`src/rtl/vdp_bus_pkg.sv`:
```
// Shared types and constants for the VDP bus responder: FSM states, port
// selection and the fixed encodings seen on the host bus.
package vdp_bus_pkg;

    typedef enum logic [1:0] {
        ST_IDLE     = 2'd0,
        ST_DECODE   = 2'd1,
        ST_MEM_WAIT = 2'd2,
        ST_ACK      = 2'd3
    } vdp_state_e;

    typedef enum logic [1:0] {
        PORT_DATA = 2'd0,
        PORT_CTRL = 2'd1,
        PORT_HV   = 2'd2,
        PORT_NONE = 2'd3
    } vdp_port_e;

    localparam logic [1:0]  REG_WR_PREFIX = 2'b10;
    localparam logic [15:0] UNMAPPED_RD   = 16'hFFFF;

    // Port select comes from address bits [4:1]; bit 0 only picks a byte lane.
    function automatic vdp_port_e port_decode(input logic [3:0] sel);
        vdp_port_e port;
        case (sel)
            4'd0, 4'd1: port = PORT_DATA;
            4'd2, 4'd3: port = PORT_CTRL;
            4'd4:       port = PORT_HV;
            default:    port = PORT_NONE;
        endcase
        return port;
    endfunction

endpackage

```
`src/rtl/vdp_bus_responder_if.sv`:
```
// Host-side VDP bus: select/read-not-write/address/data towards the
// responder, read data and active-low DTACK back to the initiator.
interface vdp_bus_responder_if;
    logic        vdp_sel;
    logic        vdp_rnw;
    logic [4:0]  vdp_a;
    logic [15:0] vdp_di;
    logic [15:0] vdp_do;
    logic        vdp_dtack_n;

    modport master (
        output vdp_sel, vdp_rnw, vdp_a, vdp_di,
        input  vdp_do, vdp_dtack_n
    );

    modport slave (
        input  vdp_sel, vdp_rnw, vdp_a, vdp_di,
        output vdp_do, vdp_dtack_n
    );
endinterface

```
`src/rtl/vdp_reg_file.sv`:
```
// NUM_REGS x 8-bit VDP register file: one synchronous write port and two
// combinational read ports; out-of-range indices write nothing and read 0.
module vdp_reg_file #(
    parameter int NUM_REGS = 24
) (
    input  logic       clk,
    input  logic       srst,
    input  logic       we,
    input  logic [4:0] waddr,
    input  logic [7:0] wdata,
    input  logic [4:0] raddr_a,
    output logic [7:0] rdata_a,
    input  logic [4:0] raddr_b,
    output logic [7:0] rdata_b
);

    logic [7:0] regs_q [NUM_REGS];
    logic [7:0] regs_d [NUM_REGS];

    function automatic logic idx_ok(input logic [4:0] idx);
        return ({27'd0, idx} < NUM_REGS);
    endfunction

    // Next register contents: at most one byte changes per cycle.
    always_comb begin
        regs_d = regs_q;
        if (we && idx_ok(waddr)) begin
            regs_d[waddr] = wdata;
        end else begin
            regs_d = regs_q;
        end
    end

    // Register storage.
    always_ff @(posedge clk) begin
        if (srst) begin
            regs_q <= '{default: 8'h00};
        end else begin
            regs_q <= regs_d;
        end
    end

    // Combinational read ports.
    always_comb begin
        if (idx_ok(raddr_a)) begin
            rdata_a = regs_q[raddr_a];
        end else begin
            rdata_a = 8'h00;
        end
        if (idx_ok(raddr_b)) begin
            rdata_b = regs_q[raddr_b];
        end else begin
            rdata_b = 8'h00;
        end
    end

endmodule

```
`src/rtl/vdp_bus_responder.sv`:
```
// VDP host bus responder: decodes data/control/HV ports, runs VRAM accesses
// with a timeout, and acknowledges with DTACK. HV port built with VDP_HVCNT_EN.
module vdp_bus_responder
    import vdp_bus_pkg::*;
#(
    parameter int NUM_REGS    = 24,
    parameter int MEM_TIMEOUT = 255
) (
    input  logic                 clk,
    input  logic                 srst,
    vdp_bus_responder_if.slave   bus,
    output logic                 mem_req,
    output logic                 mem_we,
    output logic [15:0]          mem_addr,
    output logic [3:0]           mem_code,
    output logic [15:0]          mem_wdata,
    input  logic [15:0]          mem_rdata,
    input  logic                 mem_ack,
    input  logic [15:0]          status_in,
    input  logic [15:0]          hv_count,
    input  logic [4:0]           cfg_idx,
    output logic [7:0]           cfg_data
);

    localparam logic [15:0] TMO_LAST = 16'(MEM_TIMEOUT - 1);

    vdp_state_e  state_q, state_d;
    logic [3:0]  a_q, a_d;
    logic        rnw_q, rnw_d;
    logic [15:0] di_q, di_d;
    logic [15:0] do_q, do_d;
    logic        dtack_n_q, dtack_n_d;
    logic        mem_req_q, mem_req_d;
    logic        mem_we_q, mem_we_d;
    logic [15:0] mem_addr_q, mem_addr_d;
    logic [3:0]  mem_code_q, mem_code_d;
    logic [15:0] mem_wdata_q, mem_wdata_d;
    logic [15:0] addr_q, addr_d;
    logic [3:0]  code_q, code_d;
    logic        pending_q, pending_d;
    logic [15:0] tmo_q, tmo_d;

    logic        reg_we_s;
    logic [7:0]  inc_s;
    logic [15:0] hv_rd_s;
    logic        unused_s;

`ifdef VDP_HVCNT_EN
    assign hv_rd_s  = hv_count;
    assign unused_s = bus.vdp_a[0];
`else
    assign hv_rd_s  = UNMAPPED_RD;
    assign unused_s = ^{bus.vdp_a[0], hv_count};
`endif

    vdp_reg_file #(
        .NUM_REGS (NUM_REGS)
    ) u_regs (
        .clk     (clk),
        .srst    (srst),
        .we      (reg_we_s),
        .waddr   (di_q[12:8]),
        .wdata   (di_q[7:0]),
        .raddr_a (5'd15),
        .rdata_a (inc_s),
        .raddr_b (cfg_idx),
        .rdata_b (cfg_data)
    );

    // Next-state and output decode for the access FSM.
    always_comb begin
        state_d     = state_q;
        a_d         = a_q;
        rnw_d       = rnw_q;
        di_d        = di_q;
        do_d        = do_q;
        dtack_n_d   = 1'b1;
        mem_req_d   = mem_req_q;
        mem_we_d    = mem_we_q;
        mem_addr_d  = mem_addr_q;
        mem_code_d  = mem_code_q;
        mem_wdata_d = mem_wdata_q;
        addr_d      = addr_q;
        code_d      = code_q;
        pending_d   = pending_q;
        tmo_d       = tmo_q;
        reg_we_s    = 1'b0;

        case (state_q)
            ST_IDLE: begin
                if (bus.vdp_sel) begin
                    a_d     = bus.vdp_a[4:1];
                    rnw_d   = bus.vdp_rnw;
                    di_d    = bus.vdp_di;
                    state_d = ST_DECODE;
                end else begin
                    state_d = ST_IDLE;
                end
            end

            ST_DECODE: begin
                state_d   = ST_ACK;
                dtack_n_d = 1'b0;
                case (port_decode(a_q))
                    PORT_DATA: begin
                        state_d     = ST_MEM_WAIT;
                        dtack_n_d   = 1'b1;
                        mem_req_d   = 1'b1;
                        mem_we_d    = !rnw_q;
                        mem_addr_d  = addr_q;
                        mem_code_d  = code_q;
                        mem_wdata_d = rnw_q ? mem_wdata_q : di_q;
                        tmo_d       = 16'd0;
                    end
                    PORT_CTRL: begin
                        // Register writes only take the prefix path when no
                        // command word is half-written.
                        if (rnw_q) begin
                            do_d      = status_in;
                            pending_d = 1'b0;
                        end else if (!pending_q && (di_q[15:14] == REG_WR_PREFIX)) begin
                            reg_we_s  = 1'b1;
                        end else if (!pending_q) begin
                            addr_d[13:0] = di_q[13:0];
                            code_d[1:0]  = di_q[15:14];
                            pending_d    = 1'b1;
                        end else begin
                            addr_d[15:14] = di_q[1:0];
                            code_d[3:2]   = di_q[5:4];
                            pending_d     = 1'b0;
                        end
                    end
                    PORT_HV: begin
                        do_d = rnw_q ? hv_rd_s : do_q;
                    end
                    default: begin
                        do_d = rnw_q ? UNMAPPED_RD : do_q;
                    end
                endcase
            end

            ST_MEM_WAIT: begin
                if (mem_ack) begin
                    do_d      = rnw_q ? mem_rdata : do_q;
                    addr_d    = addr_q + {8'h00, inc_s};
                    pending_d = 1'b0;
                    mem_req_d = 1'b0;
                    state_d   = ST_ACK;
                    dtack_n_d = 1'b0;
                end else if (tmo_q == TMO_LAST) begin
                    do_d      = rnw_q ? UNMAPPED_RD : do_q;
                    mem_req_d = 1'b0;
                    state_d   = ST_ACK;
                    dtack_n_d = 1'b0;
                end else begin
                    tmo_d = tmo_q + 16'd1;
                end
            end

            ST_ACK: begin
                if (!bus.vdp_sel) begin
                    state_d   = ST_IDLE;
                    dtack_n_d = 1'b1;
                end else begin
                    state_d   = ST_ACK;
                    dtack_n_d = 1'b0;
                end
            end

            default: begin
                state_d = ST_IDLE;
            end
        endcase
    end

    // State and registered outputs.
    always_ff @(posedge clk) begin
        if (srst) begin
            state_q     <= ST_IDLE;
            a_q         <= 4'd0;
            rnw_q       <= 1'b0;
            di_q        <= 16'h0000;
            do_q        <= 16'h0000;
            dtack_n_q   <= 1'b1;
            mem_req_q   <= 1'b0;
            mem_we_q    <= 1'b0;
            mem_addr_q  <= 16'h0000;
            mem_code_q  <= 4'd0;
            mem_wdata_q <= 16'h0000;
            addr_q      <= 16'h0000;
            code_q      <= 4'd0;
            pending_q   <= 1'b0;
            tmo_q       <= 16'd0;
        end else begin
            state_q     <= state_d;
            a_q         <= a_d;
            rnw_q       <= rnw_d;
            di_q        <= di_d;
            do_q        <= do_d;
            dtack_n_q   <= dtack_n_d;
            mem_req_q   <= mem_req_d;
            mem_we_q    <= mem_we_d;
            mem_addr_q  <= mem_addr_d;
            mem_code_q  <= mem_code_d;
            mem_wdata_q <= mem_wdata_d;
            addr_q      <= addr_d;
            code_q      <= code_d;
            pending_q   <= pending_d;
            tmo_q       <= tmo_d;
        end
    end

    assign bus.vdp_do      = do_q;
    assign bus.vdp_dtack_n = dtack_n_q;
    assign mem_req         = mem_req_q;
    assign mem_we          = mem_we_q;
    assign mem_addr        = mem_addr_q;
    assign mem_code        = mem_code_q;
    assign mem_wdata       = mem_wdata_q;

endmodule

```
`src/flat_wrapper.sv`:
```
// flat-port wrapper written by rule: the top's interface ports become plain ports
module vdp_bus_responder_flat import vdp_bus_pkg::*;
#(
    parameter int NUM_REGS    = 24,
    parameter int MEM_TIMEOUT = 255
)
  (clk, srst, mem_req, mem_we, mem_addr, mem_code, mem_wdata, mem_rdata, mem_ack, status_in, hv_count, cfg_idx, cfg_data, bus_vdp_sel, bus_vdp_rnw, bus_vdp_a, bus_vdp_di, bus_vdp_do, bus_vdp_dtack_n);
  vdp_bus_responder_if bus_i ();
  input  logic clk;
  input  logic srst;
  output logic mem_req;
  output logic mem_we;
  output logic [15:0] mem_addr;
  output logic [3:0] mem_code;
  output logic [15:0] mem_wdata;
  input  logic [15:0] mem_rdata;
  input  logic mem_ack;
  input  logic [15:0] status_in;
  input  logic [15:0] hv_count;
  input  logic [4:0] cfg_idx;
  output logic [7:0] cfg_data;
  input wire logic [$bits(bus_i.vdp_sel)-1:0] bus_vdp_sel;
  input wire logic [$bits(bus_i.vdp_rnw)-1:0] bus_vdp_rnw;
  input wire logic [$bits(bus_i.vdp_a)-1:0] bus_vdp_a;
  input wire logic [$bits(bus_i.vdp_di)-1:0] bus_vdp_di;
  output wire logic [$bits(bus_i.vdp_do)-1:0] bus_vdp_do;
  output wire logic [$bits(bus_i.vdp_dtack_n)-1:0] bus_vdp_dtack_n;
  assign bus_i.vdp_sel = bus_vdp_sel;
  assign bus_i.vdp_rnw = bus_vdp_rnw;
  assign bus_i.vdp_a = bus_vdp_a;
  assign bus_i.vdp_di = bus_vdp_di;
  assign bus_vdp_do = bus_i.vdp_do;
  assign bus_vdp_dtack_n = bus_i.vdp_dtack_n;
  vdp_bus_responder #(.NUM_REGS(NUM_REGS), .MEM_TIMEOUT(MEM_TIMEOUT)) u_core (.clk(clk), .srst(srst), .bus(bus_i), .mem_req(mem_req), .mem_we(mem_we), .mem_addr(mem_addr), .mem_code(mem_code), .mem_wdata(mem_wdata), .mem_rdata(mem_rdata), .mem_ack(mem_ack), .status_in(status_in), .hv_count(hv_count), .cfg_idx(cfg_idx), .cfg_data(cfg_data));
endmodule
```
`config.mk`:
```
export PLATFORM = sky130hd
export DESIGN_NAME = vdp_bus_responder_flat
export DESIGN_NICKNAME = d
export VERILOG_FILES = /design/src/rtl/vdp_bus_pkg.sv /design/src/rtl/vdp_bus_responder_if.sv /design/src/rtl/vdp_reg_file.sv /design/src/rtl/vdp_bus_responder.sv /design/src/flat_wrapper.sv
export SDC_FILE = /design/constraint.sdc
export NUM_CORES = 1
export LEC_CHECK = 0
export CAP_MARGIN = 30
export CORE_MARGIN = 1
export CORE_UTILIZATION = 41
export DETAILED_ROUTE_END_ITERATION = 10
export PLACE_DENSITY = 0.58
export SLEW_MARGIN = 15
export SYNTH_ARGS = -nofsm -noshare
export SYNTH_HDL_FRONTEND = slang
export SYNTH_HIERARCHICAL = 1
export SYNTH_SLANG_ARGS = --single-unit
```
`constraint.sdc`:
```
create_clock -name clk -period 4.75 [get_ports clk]
set_clock_uncertainty 0.1 [all_clocks]
set_input_delay 0.95 -clock clk [delete_from_list [all_inputs] [get_ports clk]]
set_output_delay 0.95 -clock clk [all_outputs]
set_load 0.005 [all_outputs]
```
Word-level counts from Yosys, hierarchy flattened
Cells that the tools add are included.

word-level totals
  flip-flop bits (word level) = 307
  input bits = 79
  output and inout bits = 63
  logic and storage cells = 151

operators by class
  add/sub/neg operators = 2
  magnitude comparators = 5
  equality and inequality tests = 24
  multiplexer cells = 52
  bitwise gates (word level) = 5
  reduce and logical (&&, ||, !) cells = 22

operator list
  cell                                                       number
  bitwise mux 192 bit                                        1
  2-to-1 mux 16 bit                                          12
  one-hot mux 16 bit (2 select lines)                        4
  binary-select mux 8 bit (select 5 bit)                     1
  demux 8 bit (select 5 bit)                                 1
  2-to-1 mux 8 bit                                           4
  2-to-1 mux 1 bit                                           18
  adder 16 x 1 -> 16 bit (second input constant)             1
  adder 16 x 8 -> 16 bit                                     1
  equality test 16 x 8 -> 1 bit (second input constant)      1
  inequality test 2 bit (second input constant)              8
  AND reduction 5 bit                                        3
  2-to-1 mux 14 bit                                          1
  greater-or-equal comparator 6 bit (second input constant)  2
  inequality test 3 x 2 -> 1 bit (second input constant)     4
  NOT 5 -> 6 bit                                             2
  AND reduction 6 bit                                        2
  < comparator 5 bit (second input constant)                 2
  2-to-1 mux 2 bit                                           5
  equality test 4 x 2 -> 1 bit (second input constant)       2
  one-hot mux 2 bit (4 select lines)                         1
  AND reduction 4 bit                                        2
  equality test 2 bit (second input constant)                3
  < comparator 6 x 1 -> 1 bit (second input constant)        1
  16 further kinds                                           28

Logic depth before layout (Yosys ltp)
Gate-level depths: netlist (run 1).

  depth in word-level cells = 8
  depth in mapped cells = 14
  mapped depth without buffers = 11

Hierarchy
Netlist (run 1), hierarchy kept.

by module, submodules not included
  module             instances  cells an instance  area each (um^2)  sequential area each (um^2)
  vdp_reg_file       1          1050               10497.6           3843.7
  vdp_bus_responder  1          686                5612.9            2282.2

Worst setup path before layout (run 1)
OpenSTA, ideal clock, no wires.

  kind = input port to output port
  start point = in cfg_idx[0]
  end point = out cfg_data[5]
  arrival = 2.041 ns
  data required time = 3.700 ns
  path slack = 1.659 ns
  cell stages on the path = 5
  path buffers = 1
  path through = buf_2 > mux4_2 > mux2_2 > nand2_1 > o211ai_1

between the ends
  cells in the longest elaborated chain, start to end = 5
  elaborated cells between the ends (all ways) = 6
  those cells by class = order compare: 1; mux: 4; bitwise: 1

ends and longest elaborated chain
  item                                                  line                source
  start: declaration                                    flat_wrapper.sv:20  input logic [4:0] cfg_idx;
  NOT 5 -> 6 bit (not written as such)                  vdp_reg_file.sv:51  rdata_b = regs_q[raddr_b];
  binary-select mux 8 bit (select 5 bit)                vdp_reg_file.sv:51
  2-to-1 mux 8 bit (not written as such) (2 in series)  vdp_reg_file.sv:51
  2-to-1 mux 8 bit *                                    vdp_reg_file.sv:50  if (idx_ok(raddr_b)) begin
  end: declaration                                      flat_wrapper.sv:21  output logic [7:0] cfg_data;

Every way passes the cells marked *; elsewhere a longest branch is shown, timed or not. The select of a mux whose other input is x is not followed.

Worst setup path after layout (run 1)
  start point = in cfg_idx[0]
  end point = out cfg_data[2]

The elaborated chain is that of the path after synthesis.

==> reports/qor.csv, run 1 <==
stage;metric;value;unit
global_routing;grt_use_total;22.9;%
sta;final_hold_viol_count;0;
route;drt-total-wl;46800;um
floorplan;io_pins;142;
sta;final-setup-viol-count;0;
power;switching_power;1.66;mW
placed_design;gp_congestion;0.879;
route;post-route-drc-count;0;
yosys;synthXorXnorAreaFrac;0.489;%
floorplan;initial_core_util;41.6;%
floorplan;core;38700;um2
yosys;synthArstFlopShare;0;%
yosys;ys_top_cells_by_count;332 x mux2i_1, 306 x dfxtp_1, 264 x nor2_1;
worst_setup_path;cp-end-kind;output pin;
route;drtPass1Iterations;5;
power;pwr-share-seq;41.9;%
cts;htree_levels;2;
sta;worst_pin_slew;0.898;ns
floorplan;die_y;200;um
sta;final_max_slew_viol_count;0;
yosys;synthTopCellsByArea;dfxtp_1 38%, mux2i_1 21%, nor2_1 6.2%;
yosys;syn_inst;1736;
yosys;yosysWarnings;6;
layout;finalNonFillerCells;2353;
worst_setup_path;path_class;in2out;
hold_path;hp-class;reg2reg;
yosys;synth_cell_types;72;
yosys;yosysTopAreaCellShare;38.0;%
power;p_sw_share;25.9;%
yosys;synth_top_family_by_area;multiplexers;
global_routing;grt_max_degree;147;
cts;cts_resized;0;
cts;cts_setup_buffers;0;
layout;syn_to_final_growth;17.6;%
route;drtAntennaViolNets;0;
placed_design;post-dp-hpwl;30600;um
yosys;synth.area.mux_share;27.1;%
cts;clockBufferDepth;3;
cts;insertion_delay;0.52;ns
layout;diodes;0;
yosys;synth_area_per_cell;9.28;um2
cts;cts_hold_buf;0;
placed_design;portBuffers;123;
route;via_per_inst;5.60;
layout;drive_gt1_share;9.97;%
power;pwr-share-comb;12.3;%
route;wire_per_inst;19.9;um
global_routing;antenna_found_initial;0;
cts;clk_pin_slew;0.05;ns
cts;cts_inserted_buffers;36;
sta;tns;0;ns
yosys;yosys.area.top_type;dfxtp_1;
sta;relSlewSlack;40.1;%
global_routing;first_global_vias;12743;
power;ir_worst_vdd;0.189;mV
worst_setup_path;cp_max_fo;9;
power;p_leak;8.00;nW
placed_design;dp_cells;2285;
yosys;post-synth-top-count-cell;mux2i_1;
global_routing;overflow;0;
outcome;status;completed;
cts;cts_tree;done;
sta;min_period;4.50;ns
yosys;synth_simple_gate_area_share;19.4;%
floorplan;die_w;200;um
sta;holdWs;0.353;ns
yosys;synthFlopType;dfxtp_1;
floorplan;num_rows;72;
yosys;ys_ff_latch;306;
worst_setup_path;worstPathArrival;3.45;ns
sta;min_period_over_period;94.8;%
power;p_int;4.75;mW
run;max-cap-violations;0;
cts;cts.sinks;306;
power;power_density;338;nW/um2
cts;cts.root.buffer_cell;clkbuf_16;
power;clockPowerShare;45.7;%
yosys;ys_seq_area_share;38.0;%
yosys;synth_compound_area_share;9.01;%
sta;rsz0062_at_grt;no;
route;vias;13169;
worst_setup_path;required;3.70;ns
floorplan;die_area;40100;um2
yosys;synth-edff-count;0;
yosys;synth_area;16100;um2
worst_setup_path;crit_path_start_kind;input pin;
yosys;yosys.area_share.adder;0.901;%
sta;fmax;222;MHz
route;first_iter_violations;962;
global_routing;grt_first_pass_wirelength;73300;um
layout;nets;1897;
-- layout by cell type, fill, tap and decap left out, types with 41 or more instances in the layout --
cell / count
a21oi_1: 76
o211ai_1: 41
nand3_1: 41
mux2i_1: 332
clkdlybuf4s50_1: 121
nand2_1: 174
nor2_1: 263
or3_1: 42
dfxtp_1: 306
-- sequential cells by signal, indices dropped and copies added (netlist names), 16 cells and up --
name and flops:
u_core/di_q 16, u_core/tmo_q 16, u_core/u_regs/regs_q 192, u_core/bus.vdp_do 16, u_core/mem_wdata 16, u_core/addr_q 16
u_core/mem_addr 16
-- path summary, 6_finish.rpt --
kind                           start                        to  slack [ns]  cells past startpoint
setup reg to reg   u_core/state_q[0]  u_core/u_regs/regs_q[85]        1.19                      9
hold reg to reg   u_core/mem_addr[3]        u_core/mem_addr[3]        0.35                      2
hold / removal    u_core/mem_addr[3]        u_core/mem_addr[3]        0.35                      2
setup / recovery          cfg_idx[0]               cfg_data[2]        0.25                      7
-- cell type report --
type                    instances  area [um2]
repair buffers                167        1620
clock buffers                  58        1150
fillers                      3713       19800
multi-input cells            1287        9250
inverters                       9        33.8
clock inverters                 8         130
flip-flops and latches        306        6130
well taps                     518         648
-- per-layer routing --
metal	global-route usage (%)	wire length, um	vias up
li1	-	-	6357
met1	32.1	22200	6442
met2	36.0	21300	306
met3	3.53	2180	64
met4	6.84	1120	0
met5	0	0	-
-- critical path, cell delays in order --
cell and delay, ns:
clkdlybuf4s50_1 0.80, buf_4 0.27, nor2b_1 0.43, a22oi_1 0.20, nand4_1 0.15, nand3_1 0.14
clkdlybuf4s50_1 0.49
-- cell families (layout without fill, tap and decap cells) --
| family | Yosys count | in the layout |
|---|---|---|
| other cells | 2 | 16 |
| xor+xnor | 9 | 9 |
| fa+ha+maj | 11 | 11 |
| flops | 306 | 306 |
| compound gates | 215 | 215 |
| simple gates | 649 | 649 |
| mux | 387 | 387 |
| buf+inv | 157 | 242 |
-- power by group through the flow --
stage | logic (mW) | clock network (mW) | registers, mW
6_report | 0.791 | 2.93 | 2.69
5_1_grt | 0.855 | 3.09 | 2.70
4_1_cts | 0.769 | 3.00 | 2.69
3_5_place_dp | 0.766 | 0 | 2.74
3_3_place_gp | 0.748 | 0 | 2.74
2_1_floorplan | 0.526 | 0 | 2.72
-- stage by stage --
| step | total power, mW | area [um2] | utilization (%) | setup WS, ns |
|---|---|---|---|---|
| floorplan | 3.24 | 16200 | - | 1.66 |
| global placement | 3.49 | 17600 | 45.5 | 0.294 |
| detailed placement | 3.51 | 17600 | 45.6 | 0.289 |
| CTS | 6.45 | 18900 | 48.9 | 0.267 |
| global route | 6.65 | 19000 | 48.9 | 0.137 |
| finish | 6.41 | 19000 | 48.9 | 0.249 |
Power figures use the tool's default switching activity.
==> run 2, diff against run 1 <==
Settings changed: CORE_ASPECT_RATIO from default to 1.5.
==> run 2 against run 1 <==
Cell area down 1.5%. Fmax up 1.3%. Count of clock-buffer cells in the layout down 12. Global-route usage up 0.26 points. Non-clock buffer count down 2. Die area about the same. Flip-flop and latch count unchanged. Sequential power about the same. Worst setup slack better by 0.057 ns. Wire length down 0.36%. Critical path depth down 1.
==> reports/qor.csv, run 2 (synthesized netlist as in run 1, its figures left out) <==
stage;metric;value;unit;change
cts;clockBufferDepth;3;;unchanged
route;drt-total-wl;46700;um;-0.36%
floorplan;die_y;245;um;+22%
route;vias;13055;;-0.87%
floorplan;core;38600;um2;-0.23%
global_routing;grt_first_pass_wirelength;72300;um;-1.3%
cts;cts_setup_buffers;0;;unchanged
global_routing;grt_use_total;23.1;%;+0.26 points
hold_path;hp-class;reg2reg;;
route;first_iter_violations;688;;-28%
floorplan;io_pins;142;;unchanged
sta;fmax;225;MHz;+1.3%
worst_setup_path;r2r_slack;1.52;ns;+0.33 ns
sta;rsz0062_at_grt;no;;
sta;holdWs;0.355;ns;+0.00193 ns
power;ir_worst_vdd;0.265;mV;+40%
cts;clk_pin_slew;0.06;ns;about the same
placed_design;portBuffers;123;;unchanged
cts;insertion_delay;0.57;ns;+0.05 ns
worst_setup_path;worstPathArrival;3.39;ns;-0.06 ns
sta;final-setup-viol-count;0;;unchanged
worst_setup_path;crit_path_start_kind;input pin;;
global_routing;first_global_vias;12674;;-0.54%
cts;cts_inserted_buffers;31;;-14%
cts;cts.sinks;306;;unchanged
global_routing;grt_max_degree;162;;+10%
sta;final_hold_viol_count;0;;unchanged
route;drtPass1Iterations;5;;unchanged
floorplan;die_w;164;um;-18%
layout;top_register;u_core/u_regs/regs_q;;
sta;min_period_over_period;93.6;%;-1.2 points
run;max-cap-violations;0;;unchanged
layout;diodes;0;;unchanged
layout;mostFrequentLayoutCell;mux2i_1;;
route;via_per_inst;5.63;;+0.63%
power;p_leak;7.87;nW;-1.6%
layout;filler_cell_count;3737;;+0.65%
outcome;status;completed;;
global_routing;overflow;0;;unchanged
sta;final_max_slew_viol_count;0;;unchanged
route;post-route-drc-count;0;;unchanged
floorplan;num_rows;88;;+22%
global_routing;antenna_found_initial;0;;unchanged
placed_design;post-dp-hpwl;32100;um;+5.0%
sta;worst_pin_slew;0.874;ns;-0.0239 ns
layout;syn_to_final_growth;15.9;%;
layout;largest_reg_flops;192;;unchanged
sta;relSlewSlack;41.7;%;+1.6 points
layout;final_cell_mix;332 x mux2i_1, 306 x dfxtp_1, 263 x nor2_1;;
placed_design;gp_congestion;0.887;;+0.93%
sta;min_period;4.44;ns;-0.0570 ns
layout;finalNonFillerCells;2318;;-1.5%
route;drtAntennaViolNets;0;;unchanged
route;wire_per_inst;20.1;um;+1.1%
cts;cts_resized;0;;unchanged
cts;htree_levels;1;;-1
worst_setup_path;cp_max_fo;7;;-2
cts;cts_hold_buf;0;;unchanged
floorplan;die_area;40100;um2;about the same
layout;drive_gt1_share;9.49;%;-0.48 points
worst_setup_path;required;3.70;ns;about the same
sta;tns;0;ns;unchanged
power;total_power;5.93;mW;-7.4%
cts;cts_tree;done;;
layout;nets;1890;;-0.37%
floorplan;initial_core_util;41.7;%;+0.097 points
worst_setup_path;path_class;in2out;;
cts;cts.root.buffer_cell;clkbuf_16;;
worst_setup_path;cp-end-kind;output pin;;
power;power_density;318;nW/um2;-6.1%
placed_design;dp_cells;2260;;-1.1%
-- run 2: cell types whose count changed in the layout (fill, tap and decap cells not counted), sizes merged --
cell and change:
clkinv +3, buf -2, clkinvlp +1, bufinv -1, clkbuf -12, inv -1
-- run 2: area by class of cell --
class / count / area (um2) / share of cell area [%]
clock buffer: 46 / 922 / 4.94
clock inverter: 10 / 103 / 0.549
inverter: 9 / 33.8 / 0.181
multi-input combinational: 1287 / 9250 / 49.5
sequential: 306 / 6130 / 32.8
tap: 495 / 619 / 3.32
timing repair buffer: 165 / 1630 / 8.72
-- run 2: worst paths after layout --
path | startpoint | end | cells past startpoint
max reg2reg | u_core/state_q[0] | u_core/u_regs/regs_q[93] | 8
min reg2reg | u_core/code_q[2] | u_core/mem_code[2] | 2
max | cfg_idx[0] | cfg_data[5] | 6
min | u_core/code_q[2] | u_core/mem_code[2] | 2
-- run 2: worst max-delay path, stage by stage --
cell and delay [ns]:
clkdlybuf4s50_1 0.76, mux4_2 0.56, mux2_2 0.31, nand2_1 0.07, o211ai_1 0.21, clkdlybuf4s50_1 0.51
-- run 2: report_power, final --
part / internal (mW) / switching, mW / leakage [nW]
registers: 2.62 / 0.0726 / 2.47
logic: 0.317 / 0.465 / 4.89
clock network: 1.44 / 1.02 / 0.510
total: 4.37 / 1.56 / 7.87
-- run 2: stage by stage --
stage	setup slack [ns]	util, %	cell area (um2)
3_5_place_dp	0.290	45.6	17600
4_1_cts	0.277	48.3	18700
5_1_grt	0.185	48.3	18700
6_report	0.306	48.3	18700
2_1_floorplan	1.66	-	16200
3_3_place_gp	0.297	45.5	17600
-- run 2: per-layer routing --
| metal | up-vias | track usage, % | routed length [um] |
|---|---|---|---|
| met5 | - | 0 | 0 |
| met4 | 0 | 11.6 | 2300 |
| met3 | 100 | 4.38 | 2310 |
| met2 | 291 | 40.8 | 23500 |
| met1 | 6351 | 26.3 | 18500 |
| li1 | 6313 | - | - |
==> run 3, diff against run 2 <==
Settings changed: CTS_BUF_LIST from default to sky130_fd_sc_hd__clkbuf_16, GPL_TIMING_DRIVEN from default to 0.
==> run 3 against run 2 <==
Die area did not move. Sequential power barely moved. Global-route usage rose by 5.2 points. Core utilization rose by 1.1 points. Critical endpoint is now cfg_data[2]. Highest routed layer unchanged.
==> reports/qor.csv, run 3 (synthesized netlist as in run 1, its figures left out) <==
stage;metric;value;unit;change
outcome;status;completed;;
sta;min_period;4.51;ns;+0.0649 ns
layout;drive_gt1_share;10.2;%;+0.67 points
power;pwr-share-seq;43.3;%;-2.0 points
worst_setup_path;cp_max_fo;10;;+3
floorplan;die_area;40100;um2;unchanged
sta;final-setup-viol-count;0;;unchanged
layout;top_register;u_core/u_regs/regs_q;;
global_routing;antenna_found_initial;0;;unchanged
power;ir_worst_vdd;0.240;mV;-9.4%
sta;final_hold_viol_count;0;;unchanged
floorplan;io_pins;142;;unchanged
hold_path;min_path_cells;2;;unchanged
power;clockPowerShare;42.7;%;+1.2 points
worst_setup_path;path_class;in2out;;
sta;worst_pin_slew;0.873;ns;-0.000421 ns
power;switching_power;1.72;mW;+9.9%
placed_design;post-dp-hpwl;42200;um;+31%
cts;cts_setup_buffers;0;;unchanged
worst_setup_path;cp-end-kind;output pin;;
power;pwr-share-comb;13.9;%;+0.7 points
cts;cts.sinks;306;;unchanged
power;p_leak;8.08;nW;+2.7%
cts;cts.root.buffer_cell;clkbuf_16;;
layout;final_cell_mix;332 x mux2i_1, 306 x dfxtp_1, 264 x nor2_1;;
worst_setup_path;r2r-start;u_core/state_q[1];;
route;drt-total-wl;56700;um;+21%
hold_path;hold_path.startpoint;u_core/mem_addr[12];;
hold_path;hp-class;reg2reg;;
layout;mostFrequentLayoutCell;mux2i_1;;
worst_setup_path;r2r_cells;9;;+1
route;first_iter_violations;1005;;+46%
placed_design;dp_cells;2365;;+4.6%
route;post-route-drc-count;0;;unchanged
global_routing;first_global_vias;13828;;+9.1%
hold_path;holdPathEnd;u_core/mem_addr[12];;
sta;fin_ws;0.241;ns;-0.0649 ns
floorplan;initial_core_util;41.7;%;unchanged
route;topRoutingLayerUsed;met4;;
route;vias;14007;;+7.3%
worst_setup_path;required;3.70;ns;about the same
placed_design;pre_cts_slack;0.280;ns;-0.00958 ns
route;drtPass1Iterations;5;;unchanged
route;wl_met2;28900;um;+23%
sta;rsz0062_at_grt;no;;
cts;cts_resized;0;;unchanged
placed_design;dpl_cell_area;18000;um2;+2.0%
route;wire_per_inst;23.4;um;+16%
sta;final_max_slew_viol_count;0;;unchanged
sta;tns;0;ns;unchanged
route;wl_met3;3080;um;+33%
route;via_per_inst;5.78;;+2.6%
global_routing;grt_first_pass_wirelength;84400;um;+17%
power;power_density;326;nW/um2;+2.7%
floorplan;die_w;164;um;unchanged
worst_setup_path;worstPathArrival;3.46;ns;+0.07 ns
route;met1_length;21000;um;+13%
worst_setup_path;r2r_slack;1.67;ns;+0.15 ns
cts;insertion_delay;0.52;ns;-0.05 ns
sta;min_period_over_period;94.9;%;+1.4 points
layout;utilization;49.4;%;+1.1 points
global_routing;overflow;0;;unchanged
placed_design;gp_congestion;0.923;;+4.0%
power;p_int;4.51;mW;+3.2%
cts;clk_pin_slew;0.06;ns;about the same
cts;cts_hold_buf;0;;unchanged
sta;fmax;222;MHz;-1.4%
cts;clockBufferDepth;3;;unchanged
cts;htree_levels;2;;+1
floorplan;core;38600;um2;unchanged
global_routing;grt_use_total;28.3;%;+5.2 points
layout;syn_to_final_growth;18.5;%;
cts;cts_tree;done;;
worst_setup_path;r2r_end;u_core/u_regs/regs_q[135];;
run;max-cap-violations;0;;unchanged
layout;finalNonFillerCells;2424;;+4.6%
floorplan;die_y;245;um;unchanged
sta;relSlewSlack;41.8;%;about the same
placed_design;portBuffers;120;;-2.4%
layout;postLayoutCellArea;19100;um2;+2.2%
power;p_sw_share;27.5;%;+1.2 points
layout;nets;1996;;+5.6%
layout;largest_reg_flops;192;;unchanged
route;drtAntennaViolNets;0;;unchanged
layout;diodes;0;;unchanged
floorplan;num_rows;88;;unchanged
cts;cts_inserted_buffers;34;;+9.7%
worst_setup_path;crit_path_start_kind;input pin;;
global_routing;grt_max_degree;15;;-91%
-- run 3: metrics by stage --
step	total power, mW	hold slack (ns)
after global placement	3.58	0.350
after floorplan	3.24	0.328
after CTS	6.25	0.361
after detailed placement	3.59	0.351
final	6.23	0.359
after global routing	6.45	0.375
-- run 3: layout make-up --
class / count / area, um2
flip-flops and latches: 306 / 6130
fillers: 3639 / 19600
repair buffers: 120 / 1200
clock inverters: 22 / 184
clock buffers: 37 / 926
plain buffers: 148 / 769
well taps: 495 / 619
inverters: 9 / 33.8
multi-input cells: 1287 / 9230
-- run 3: power groups by stage --
| stage | clock (mW) | sequential [mW] | combinational, mW |
|---|---|---|---|
| final | 2.66 | 2.70 | 0.868 |
| after global routing | 2.82 | 2.70 | 0.929 |
| after CTS | 2.72 | 2.70 | 0.837 |
| after detailed placement | 0 | 2.75 | 0.834 |
| after global placement | 0 | 2.75 | 0.828 |
| after floorplan | 0 | 2.72 | 0.526 |
-- run 3: worst max-delay path, cell delays in order --
cell and delay, ns:
clkdlybuf4s50_1 0.60, buf_2 0.40, nor2b_1 0.59, a22oi_1 0.14, nand3_1 0.16, nand3_1 0.13
clkdlybuf4s50_1 0.47
-- run 3: worst max-delay path by stage --
stage / startpoint / endpoint / slack (ns) / depth (start not counted)
4_1_cts: cfg_idx[4] / cfg_data[2] / 0.27 / 7
6_report: cfg_idx[4] / cfg_data[2] / 0.24 / 7
3_3_place_gp: cfg_idx[4] / cfg_data[2] / 0.26 / 7
5_1_grt: cfg_idx[4] / cfg_data[3] / 0.14 / 7
2_1_floorplan: cfg_idx[0] / cfg_data[5] / 1.66 / 5
3_5_place_dp: cfg_idx[4] / cfg_data[2] / 0.28 / 7
-- run 3: layer usage --
layer,global-route usage (%),vias up
li1,-,6563
met1,30.9,6776
met2,51.0,513
met3,3.95,155
met4,17.5,0
met5,0,-
==> patch 1 (settings of run 3) <==
Re-encode `vdp_state_e` (4 states) as Gray code, 2 bits wide.
--- a/src/rtl/vdp_bus_pkg.sv
+++ b/src/rtl/vdp_bus_pkg.sv
@@ -4,8 +4,8 @@
 
     typedef enum logic [1:0] {
-        ST_IDLE     = 2'd0,
-        ST_DECODE   = 2'd1,
-        ST_MEM_WAIT = 2'd2,
-        ST_ACK      = 2'd3
+        ST_IDLE     = 2'b00,
+        ST_DECODE   = 2'b01,
+        ST_MEM_WAIT = 2'b11,
+        ST_ACK      = 2'b10
     } vdp_state_e;
 
Behaviour: same outputs for any inputs over 4 cycles, from zero or initial values and one cycle with srst high; so few cycles prove little.
==> patch 1 against run 3 <==
  * Synthesized cell count increased by 3.2%
  * Critical path depth is the same
  * Power decreased by 4.8%
  * Sequential cell count unchanged
  * Area after synthesis rose by 1.5%
  * Routed wire length grew 5.8%
  * Setup slack worse by 41 ps
  * Design area grew 0.92%
  * Critical path type unchanged
==> patch 1: results (changes against run 3) <==
[outcome]
status = completed

[global_route]
grt_pass1_wl_um = 89400  ; +5.8%
grt_usage_pct = 29.7  ; +1.4 points
grt_max_degree = 14  ; -1
met3_usage_pct = 4.16  ; +0.20 points
use_met1_pct = 31.9  ; +1.0 points
grt_use_met2_pct = 52.9  ; +1.9 points

[detailed_routing]
top_layer = met4
met1Wirelength_um = 22000  ; +4.9%
num_vias = 14600  ; +4.5%
wl_met3_um = 3280  ; +6.3%
drt_iter0_drc = 1198  ; +19%
dr_wl_met2_um = 30100  ; +4.0%
wl_per_cell_um = 24.2  ; +3.4%

[setup_path]
cpPeakStageDelay_ps = 660  ; +60 ps
worst_ep_arrival_time_ps = 3500  ; +40 ps

[synthesis]
yosysWarnings = 6  ; unchanged
synth_compound_area_share_pct = 11.3  ; +2.3 points
synth_xor_area_share_pct = 0.375  ; -0.11 points
yosys-top-cells-count = mux2i_1 (322), dfxtp_1 (306), nor2_1 (231)
yosys-top-cells-area = dfxtp_1 (37%), mux2i_1 (20%), nor2_1 (5.3%)
synth.distinct_cells = 76  ; +5.6%
synth_mux_area_share_pct = 26.2  ; -0.89 points
synth_flop_cell = dfxtp_1
synthAdderAreaFrac_pct = 0.887  ; -0.014 points
ys_seq_area_share_pct = 37.4  ; -0.58 points

[finish]
drive_above_1_share_pct = 10.4  ; +0.28 points
diodes = 0  ; unchanged
nNetsFinal = 2051  ; +2.8%

[power_and_ir_drop]
vdd_drop_max_mv = 0.278  ; +16%
power.leakage_nw = 8.09  ; +0.12%

[placed_design]
routabilityCongestion = 0.964  ; +4.5%
place_hpwl_um = 44200  ; +4.8%
io_buffers = 120  ; unchanged

[timing]
slew_headroom_pct = 35.1  ; -6.6 points

-- patch 1: cell count changes after synthesis, moves of 4 or more --
cell,before,now
nand2_1,174,196
a311oi_1,25,4
nand3_1,41,48
o21ai_0,11,38
o21ai_1,2,7
a211o_1,2,18
mux2i_1,332,322
a211oi_1,3,7
nor4_1,3,7
nor2_1,264,231
nor2_2,0,4
a21oi_1,76,104
clkbuf_1,72,82
-- patch 1: where the power goes --
group          switching [W]  internal [W]  total (W)
Clock                0.00109       0.00144    0.00254
Sequential         0.0000657       0.00260    0.00266
Combinational       0.000468      0.000260   0.000728
-- patch 1: path summary, 6_finish.rpt --
| check | from | end | slack [ps] | cells past startpoint |
|---|---|---|---|---|
| max reg2reg | u_core/u_regs/regs_q[64] | u_core/addr_q[10] | 1620 | 11 |
| min reg2reg | u_core/mem_addr[2] | u_core/mem_addr[2] | 360 | 2 |
| min | u_core/mem_addr[2] | u_core/mem_addr[2] | 360 | 2 |
| max | cfg_idx[4] | cfg_data[2] | 200 | 7 |
-- patch 1: final cells by class --
type / count / area, um2
inverters: 5 / 18.8
multi-input cells: 1333 / 9460
fillers: 3807 / 20000
clock buffers: 35 / 876
clock inverters: 22 / 156
plain buffers: 161 / 803
well taps: 500 / 626
flip-flops and latches: 306 / 6130
repair buffers: 120 / 1200
-- patch 1: per-stage QoR --
stage               hold WS (ps)  cells  cell area (um2)  setup slack [ps]  util (%)
finish                       357   2482            19300               200      49.0
global route                 374   2482            19300               133      49.0
CTS                          357   2483            19300              3.74      49.0
detailed placement           344   2426            18200              4.82      46.4
global placement             336   2426            18200              36.8      46.4
floorplan                    328   1806            16400              1660         -
-- patch 1: worst min-delay path: cells and delay by family, from the launching register on --
family,cells,cell delay [ps]
simple gates,1,50
compound gates,1,50
flops,1,310
==> patch 2 (config.mk and constraints of run 3) <==
Made on the original files. `MEM_TIMEOUT` is set to 255 in 2 places; all go to 127.
--- a/src/rtl/vdp_bus_responder.sv
+++ b/src/rtl/vdp_bus_responder.sv
@@ -5,5 +5,5 @@
 #(
     parameter int NUM_REGS    = 24,
-    parameter int MEM_TIMEOUT = 255
+    parameter int MEM_TIMEOUT = 127
 ) (
     input  logic                 clk,
--- a/src/flat_wrapper.sv
+++ b/src/flat_wrapper.sv
@@ -3,5 +3,5 @@
 #(
     parameter int NUM_REGS    = 24,
-    parameter int MEM_TIMEOUT = 255
+    parameter int MEM_TIMEOUT = 127
 )
   (clk, srst, mem_req, mem_we, mem_addr, mem_code, mem_wdata, mem_rdata, mem_ack, status_in, hv_count, cfg_idx, cfg_data, bus_vdp_sel, bus_vdp_rnw, bus_vdp_a, bus_vdp_di, bus_vdp_do, bus_vdp_dtack_n);
Formal check against the unedited RTL: same outputs for any inputs over 4 cycles, from zero or initial values and one cycle with srst high; that may be too few to reach the edited logic, so the function may still have changed.
==> patch 2 against run 3 <==
  * Sequential cell count unchanged
  * Register-to-register slack worse by 30 ps
  * Worst hold slack lost 4.8 ps
  * Synthesized cell count grew 1.2%
  * Design area barely moved
  * Area after synthesis increased by 0.12%
  * Routed wire length up 2.4%
  * Fmax fell by 2.2%
  * Non-clock buffer count increased by 9
  * Global-route usage up 0.60 points
  * Setup slack worse by 100 ps
  * Power grew 0.92%
  * Critical path type unchanged
  * Highest routed layer unchanged
==> patch 2: results (changes against run 3) <==
[power_and_ir_drop]
vdd_drop_max_mv = 0.337  ; +40%
power.leakage_nw = 7.99  ; -1.2%
clock_power_share_pct = 42.0  ; -0.7 points
intPower_w = 0.00453  ; +0.31%

[setup_path]
cpPeakStageDelay_ps = 650  ; +50 ps
r2r_start = u_core/rnw_q
worst_ep_arrival_time_ps = 3560  ; +100 ps
cpMaxStageDelayCell = nor2b_1

[global_route]
grt_usage_pct = 28.9  ; +0.60 points
use_met1_pct = 31.3  ; +0.46 points
grt_use_met2_pct = 52.6  ; +1.6 points
grt_pass1_wl_um = 86200  ; +2.1%
met3_usage_pct = 4.78  ; +0.83 points
first_global_vias = 14100  ; +1.6%

[finish]
fill_cells = 3764  ; +3.4%
nNetsFinal = 2018  ; +1.1%
final.clkbuf_count = 35  ; -5.4%
design.seq.count = 306  ; unchanged
inverters = 5  ; -4
buf_share_pct = 10.4  ; +0.10 points
clock_area_share_pct = 5.66  ; -0.15 points
n_all_buffers = 277  ; +3.4%
nMultiInputCombCells = 1304  ; +1.3%
multi_input_area_share_pct = 48.5  ; +0.13 points

[detailed_routing]
num_vias = 14100  ; +0.75%
routed_wl_um = 58100  ; +2.4%
wl_met3_um = 3280  ; +6.3%
met1Wirelength_um = 21700  ; +3.6%
dr_wl_met2_um = 29800  ; +3.1%
via_per_inst = 5.77  ; about the same
first_pass_iters = 5  ; unchanged

[timing]
slew_headroom_pct = 33.3  ; -8.5 points

[synthesis]
yosys-top-cells-area = dfxtp_1 (38%), mux2i_1 (19%), nor2_1 (5.8%)
synth_cells = 1757  ; +1.2%
ys_seq_area_share_pct = 38.0  ; -0.047 points

[min_path]
holdCritStartpoint = u_core/code_q[2]

[placed_design]
routabilityCongestion = 0.937  ; +1.5%
io_buffers = 121  ; +0.83%
dpl_cell_area_um2 = 18000  ; +0.17%

[outcome]
status = completed

[patch 2: logic make-up (layout without fill, tap and decap cells)]
| logic type | Yosys count | in the layout | share of synthesized area, % |
|---|---|---|---|
| AO/OA/AOI/OAI | 245 | 245 | 10.4 |
| flip-flops | 306 | 306 | 38.0 |
| buffers and inverters | 161 | 339 | 4.95 |
| XOR/XNOR | 11 | 11 | 0.597 |
| other | 2 | 16 | 0.0466 |
| multiplexers | 368 | 368 | 25.9 |
| AND/OR/NAND/NOR | 653 | 653 | 19.2 |
| adder cells (fa/ha/maj) | 11 | 11 | 0.900 |
[patch 2: worst paths after layout]
kind                                            endpoint  slack, ps  cells past startpoint
worst min register to register        u_core/mem_code[2]        350                      2
worst max register to register  u_core/u_regs/regs_q[69]       1640                      9
worst max-delay path                         cfg_data[6]        140                      7
worst min-delay path                  u_core/mem_code[2]        350                      2
[patch 2: tightest hold or removal path: stages (launching register included)]
cell and delay (ps):
dfxtp_1 310, nand2_1 50, a21oi_1 50
